$ cat config.mk
export PLATFORM = sky130hd
export DESIGN_NAME = iot_filter_gen
export DESIGN_NICKNAME = d
export VERILOG_FILES = /design/src/rtl/iot_filter_gen.sv
export SDC_FILE = /design/constraint.sdc
export NUM_CORES = 2
export LEC_CHECK = 0
export BUFFER_PORTS_ARGS = -buffer_cell sky130_fd_sc_hd__buf_2
export CORE_UTILIZATION = 45
export CTS_CLUSTER_DIAMETER = 200
export CTS_CLUSTER_SIZE = 24
export DETAILED_ROUTE_END_ITERATION = 10
export PLACE_DENSITY = 0.61
export SLEW_MARGIN = 20
export SYNTH_ARGS = -nofsm -noshare
export SYNTH_HDL_FRONTEND = slang
export SYNTH_SLANG_ARGS = --single-unit
$ cat constraint.sdc
create_clock -name clk -period 66.4 [get_ports clk]
set_input_delay 3.32 -clock clk [delete_from_list [all_inputs] [get_ports clk]]
set_output_delay 3.32 -clock clk [all_outputs]
set_load 0.01 [all_outputs]
$ cat src/rtl/iot_filter_gen.sv
// rtl/iot_filter_gen.sv - byte-serial grouped word filter with selectable max/min/avg/range/peak functions
module iot_filter_gen #(
    parameter int DW  = 128,
    parameter int GRP = 8
) (
    input  logic          clk,
    input  logic          rst,
    input  logic          in_en,
    input  logic [7:0]    iot_in,
    input  logic [2:0]    fn_sel,
    input  logic [DW-1:0] lo_bound,
    input  logic [DW-1:0] hi_bound,
    output logic          busy,
    output logic          valid,
    output logic [DW-1:0] iot_out
);
    localparam int NB = DW / 8;
    localparam int LG = $clog2(GRP);
    localparam int BW = (NB > 1) ? $clog2(NB) : 1;

    localparam logic [2:0] FN_MAX     = 3'b001;
    localparam logic [2:0] FN_MIN     = 3'b010;
    localparam logic [2:0] FN_AVG     = 3'b011;
    localparam logic [2:0] FN_EXT     = 3'b100;
    localparam logic [2:0] FN_EXC     = 3'b101;
    localparam logic [2:0] FN_PEAKMAX = 3'b110;
    localparam logic [2:0] FN_PEAKMIN = 3'b111;

    typedef enum logic [1:0] {
        S_READ = 2'd0,
        S_PROC = 2'd1,
        S_OUT  = 2'd2
    } state_t;

    state_t state;
    state_t state_next;

    logic          accept;
    logic          do_proc;
    logic          do_out;
    logic          last_byte;
    logic          last_word;

    logic [BW-1:0] byte_cnt;
    logic [BW-1:0] slot;
    logic [LG-1:0] word_cnt;
    logic [DW-1:0] word;
    logic [2:0]    fn_lat;

    logic [DW-1:0]    grp_max;
    logic [DW-1:0]    grp_min;
    logic [DW+LG-1:0] sum;
    logic [DW-1:0]    glob_max;
    logic [DW-1:0]    glob_min;
    logic             peak_max;
    logic             peak_min;

    logic [DW-1:0]    grp_max_n;
    logic [DW-1:0]    grp_min_n;
    logic [DW+LG-1:0] sum_n;
    logic [DW-1:0]    glob_max_n;
    logic [DW-1:0]    glob_min_n;
    logic             peak_max_n;
    logic             peak_min_n;
    logic             ext;
    logic             exc;
    logic             res_valid;
    logic [DW-1:0]    res_data;

    // State register; busy is registered from the next state so it rises
    // the cycle after the last byte and falls on return to READ.
    always_ff @(posedge clk or posedge rst) begin
        if (rst) begin
            state <= S_READ;
            busy  <= 1'b0;
        end else begin
            state <= state_next;
            busy  <= (state_next != S_READ);
        end
    end

    always_comb begin
        state_next = state;
        case (state)
            S_READ:  if (accept && last_byte) state_next = S_PROC;
            S_PROC:  state_next = S_OUT;
            S_OUT:   state_next = S_READ;
            default: state_next = S_READ;
        endcase
    end

    always_comb begin
        accept  = 1'b0;
        do_proc = 1'b0;
        do_out  = 1'b0;
        case (state)
            S_READ:  accept  = in_en && !busy;
            S_PROC:  do_proc = 1'b1;
            S_OUT:   do_out  = 1'b1;
            default: accept  = 1'b0;
        endcase
    end

    assign last_byte = (byte_cnt == BW'(NB - 1));
    assign last_word = (word_cnt == LG'(GRP - 1));
    assign slot      = BW'(NB - 1) - byte_cnt;

    // Byte assembly, MSB byte first; fn_sel is captured only at the start of a group.
    always_ff @(posedge clk or posedge rst) begin
        if (rst) begin
            byte_cnt <= '0;
            word     <= '0;
            fn_lat   <= '0;
        end else if (accept) begin
            word[int'(slot)*8 +: 8] <= iot_in;
            byte_cnt <= last_byte ? '0 : byte_cnt + 1'b1;
            if (byte_cnt == '0 && word_cnt == '0)
                fn_lat <= fn_sel;
        end
    end

    // Statistics including the word being processed.
    always_comb begin
        grp_max_n  = (word > grp_max)  ? word : grp_max;
        grp_min_n  = (word < grp_min)  ? word : grp_min;
        sum_n      = sum + {{LG{1'b0}}, word};
        glob_max_n = (word > glob_max) ? word : glob_max;
        glob_min_n = (word < glob_min) ? word : glob_min;
        peak_max_n = peak_max || (word > glob_max);
        peak_min_n = peak_min || (word < glob_min);
        ext        = (lo_bound < word) && (word < hi_bound);
        exc        = (word < lo_bound) || (word > hi_bound);
    end

    always_comb begin
        res_valid = 1'b0;
        res_data  = word;
        case (fn_lat)
            FN_MAX: begin
                res_valid = last_word;
                res_data  = grp_max_n;
            end
            FN_MIN: begin
                res_valid = last_word;
                res_data  = grp_min_n;
            end
            FN_AVG: begin
                res_valid = last_word;
                res_data  = sum_n[DW+LG-1:LG];
            end
            FN_EXT:  res_valid = ext;
            FN_EXC:  res_valid = exc;
            FN_PEAKMAX: begin
                res_valid = last_word && peak_max_n;
                res_data  = glob_max_n;
            end
            FN_PEAKMIN: begin
                res_valid = last_word && peak_min_n;
                res_data  = glob_min_n;
            end
            default: res_valid = 1'b0;
        endcase
    end

    // Result is registered at the end of PROC so valid is seen during OUT;
    // group bookkeeping advances at the end of OUT.
    always_ff @(posedge clk or posedge rst) begin
        if (rst) begin
            valid    <= 1'b0;
            iot_out  <= '0;
            word_cnt <= '0;
            grp_max  <= '0;
            grp_min  <= '1;
            sum      <= '0;
            glob_max <= '0;
            glob_min <= '1;
            peak_max <= 1'b0;
            peak_min <= 1'b0;
        end else begin
            valid <= 1'b0;
            if (do_proc) begin
                grp_max  <= grp_max_n;
                grp_min  <= grp_min_n;
                sum      <= sum_n;
                glob_max <= glob_max_n;
                glob_min <= glob_min_n;
                peak_max <= peak_max_n;
                peak_min <= peak_min_n;
                valid    <= res_valid;
                if (res_valid)
                    iot_out <= res_data;
            end
            if (do_out) begin
                word_cnt <= word_cnt + 1'b1;
                if (last_word) begin
                    grp_max  <= '0;
                    grp_min  <= '1;
                    sum      <= '0;
                    peak_max <= 1'b0;
                    peak_min <= 1'b0;
                end
            end
        end
    end

endmodule

==> impl_metrics.sql <==
INSERT INTO impl_metrics (metric_group, metric, value, unit) VALUES
('timing', 'finalSetupViolCount', '0', ''),
('run', 'drv_cap', '0', ''),
('hold_path', 'number_of_cells_on_the_worst_hold_path', '2', ''),
('timing', 'rsz0062_at_grt', 'no', ''),
('logic_synthesis', 'synth-simple-area-share', '0.1471', ''),
('timing', 'max_freq', '0.1191', 'GHz'),
('routing', 'firstDrtPassIters', '6', ''),
('routing', 'ratio_of_routed_vias_to_standard_cells', '6.245', ''),
('logic_synthesis', 'synth-async-reset-ratio', '1.000', ''),
('run_status', 'run_status', 'finished clean', ''),
('clocking', 'clock_insertion_delay_worst_skew', '0.73', 'ns'),
('timing', 'slew-limit-headroom', '0.1839', ''),
('final_layout', 'proportion_of_layout_cells_with_a_drive_suffix_above_1', '0.1389', ''),
('grt', 'antenna_found_initial', '30', ''),
('grt', 'globalRouteOverflowTotal', '0', ''),
('grt', 'grt_pass1_vias', '66570', ''),
('logic_synthesis', 'syn_nets', '10010', ''),
('floorplanning', 'fp-row-count', '147', ''),
('routing', 'detail_route.wl_per_cell', '28.06', 'µm'),
('logic_synthesis', 'synthAdderAreaFrac', '0.1538', ''),
('routing', 'via_count', '69650', ''),
('clocking', 'max-clock-path-buffers', '3', ''),
('clocking', 'cts.sink_count', '915', ''),
('logic_synthesis', 'netlist_top_cells_area', 'sky130_fd_sc_hd__dfrtp_1 (22%), sky130_fd_sc_hd__ha_1 (15%), sky130_fd_sc_hd__dfstp_2 (9.2%)', ''),
('routing', 'final_antenna_net_count', '0', ''),
('worst_setup_path', 'cpMaxStageDelayCell', 'sky130_fd_sc_hd__nor4_1', ''),
('final_layout', 'synthToLayoutAreaGrowth', '7.785', '%'),
('power', 'total_power', '4854', 'µW'),
('worst_setup_path', 'cp.arrival', '9.01', 'ns'),
('clocking', 'tritoncts_clock_tree', 'done', ''),
('power', 'power.density_cell_area', '61.39', 'nW/µm²'),
('logic_synthesis', 'synth-xor-area-share', '0.01528', ''),
('logic_synthesis', 'synth_top_family_by_area', 'compound AO/OA/AOI/OAI gates', ''),
('timing', 'final_min_period', '8.394', 'ns'),
('worst_setup_path', 'kind_of_capture_point_of_the_worst_setup_path', 'flop', ''),
('worst_setup_path', 'slowest_delay', '1.03', 'ns'),
('timing', 'final.setup_skew', '0.05573', 'ns'),
('logic_synthesis', 'synth-edff-count', '0', ''),
('timing', 'worst-slew-pin-transition', '1.220', 'ns'),
('floorplanning', 'num_io_pins', '400', ''),
('placed_design', 'detailed_place_hpwl', '228900', 'µm'),
('clocking', 'htree_num_levels', '2', ''),
('timing', 'final_cycle_share', '0.1264', ''),
('worst_setup_path', 'worst_ep_required_time', '67.02', 'ns'),
('floorplanning', 'initial_core_util', '0.4553', ''),
('worst_setup_path', 'crit_buf_inv', '4', ''),
('clocking', 'clk_root_buffer_cell', 'sky130_fd_sc_hd__clkbuf_16', ''),
('clocking', 'cts_setup_buffers', '0', ''),
('clocking', 'cts_inserted_buffers', '44', ''),
('power', 'static-leakage-power', '0.03640', 'µW'),
('final_layout', 'layout.core_utilization', '0.4907', ''),
('hold_path', 'worst_hold_path_ep', 'iot_out[93]', ''),
('worst_setup_path', 'worst_r2r_startpoint', 'glob_min[127]', ''),
('floorplanning', 'chipHeight', '405.7', 'µm'),
('timing', 'fin_setup_tns', '0', 'ns'),
('clocking', 'cts-resized-gates', '0', ''),
('logic_synthesis', 'synth_compound_gate_area_share', '0.2067', ''),
('grt', 'total_global_route_track_usage', '0.3726', ''),
('logic_synthesis', 'netlist.area_leader.share', '0.2248', ''),
('final_layout', 'mostFrequentLayoutCells', 'sky130_fd_sc_hd__nand2_1 (1164), sky130_fd_sc_hd__a21oi_1 (909), sky130_fd_sc_hd__ha_1 (900)', ''),
('final_layout', 'finish.net_count', '10110', ''),
('logic_synthesis', 'yosysWarnings', '0', ''),
('logic_synthesis', 'synth.cell_area', '73360', 'µm²'),
('floorplanning', 'width_of_the_chip', '405.7', 'µm'),
('grt', 'grt_start_max_net_pins', '155', ''),
('worst_setup_path', 'largest_delay_share_family_worst_path', 'simple AND/OR/NAND/NOR gates', ''),
('routing', 'detail_route.drc_violations', '0', ''),
('placed_design', 'finalWeightedCongestion', '0.9854', ''),
('logic_synthesis', 'ys_seq_elements', '915', ''),
('timing', 'drv_slew', '0', ''),
('timing', 'layout_setup_ws', '58.01', 'ns');
==> synthesized netlist by cell type (all sizes together), types with 68 or more instances <==
library cell,instances
ha,900
a211oi,68
nor2,529
mux2,273
o21ai,532
xnor2,73
clkbuf,430
nand2,1171
o31ai,84
buf,95
dfrtp,659
nor3,81
inv,870
mux2i,333
o22ai,77
nand3,158
dfstp,256
a21oi,912
a21o,130
o211ai,166
nand4,219
==> power by group <==
part	switching, µW	internal, µW
sequential	195	719
clock	216	131
combinational	2390	1200
==> per-stage QoR <==
step                area (µm²)  cells  hold WS (ns)
floorplan                73360   8838        0.4587
global placement         77670  11050        0.4568
detailed placement       77700  11060        0.4629
CTS                      79000  11140        0.4879
global route             79030  11140        0.4991
finish                   79070  11150        0.4819
==> worst min-delay path, delay by kind of cell (launching register included) <==
| family | cells | cell delay [ns] |
|---|---|---|
| AO/OA/AOI/OAI | 1 | 0.05 |
| flip-flops | 1 | 0.35 |
| AND/OR/NAND/NOR | 1 | 0.05 |
==> flip-flops by register name, summed over array words and instances, names as in the netlist <==
signal / cells
sum: 131
glob_max: 128
glob_min: 128
grp_max: 128
grp_min: 128
iot_out: 128
word: 128
byte_cnt: 4
fn_lat: 3
word_cnt: 3
state: 2
busy: 1
peak_max: 1
peak_min: 1
valid: 1
==> area by class of cell <==
type,count,area (µm²)
Timing Repair Buffer,582,3453
Tap cell,2160,2703
Inverter,870,3274
Sequential cell,915,23220
Clock buffer,79,1254
Multi-Input combinational cell,6528,45070
Clock inverter,3,47.55
Antenna cell,15,37.54
Fill cell,15800,82050
==> layer usage <==
layer | track usage | wire, µm | vias to the layer above
met5 | 0 | 104 | -
met4 | 0.1570 | 14620 | 16
li1 | - | - | 31650
met2 | 0.5843 | 139300 | 3034
met3 | 0.06038 | 26690 | 590
met1 | 0.5070 | 132300 | 34360
==> logic make-up (layout without fill, tap and decap cells) <==
kind of cell,after synthesis,after routing
xor+xnor,128,128
mux,606,606
other cells,0,15
compound gates,2461,2461
buf+inv,1395,1534
simple gates,2432,2432
flops,915,915
fa+ha+maj,901,901
==> worst max path at each step <==
stage                              from     endpoint  slack, ns  cells after the start
final                     lo_bound[121]  iot_out[91]      58.01                     16
after global routing      lo_bound[121]  iot_out[91]      57.99                     16
after CTS                 lo_bound[121]  iot_out[91]      58.31                     16
after detailed placement  lo_bound[121]  iot_out[91]      57.56                     16
after global placement     lo_bound[75]  iot_out[91]      57.47                     16
after floorplan                     rst         busy      37.78                      1
Note: power is estimated with default switching activity, not from simulation.
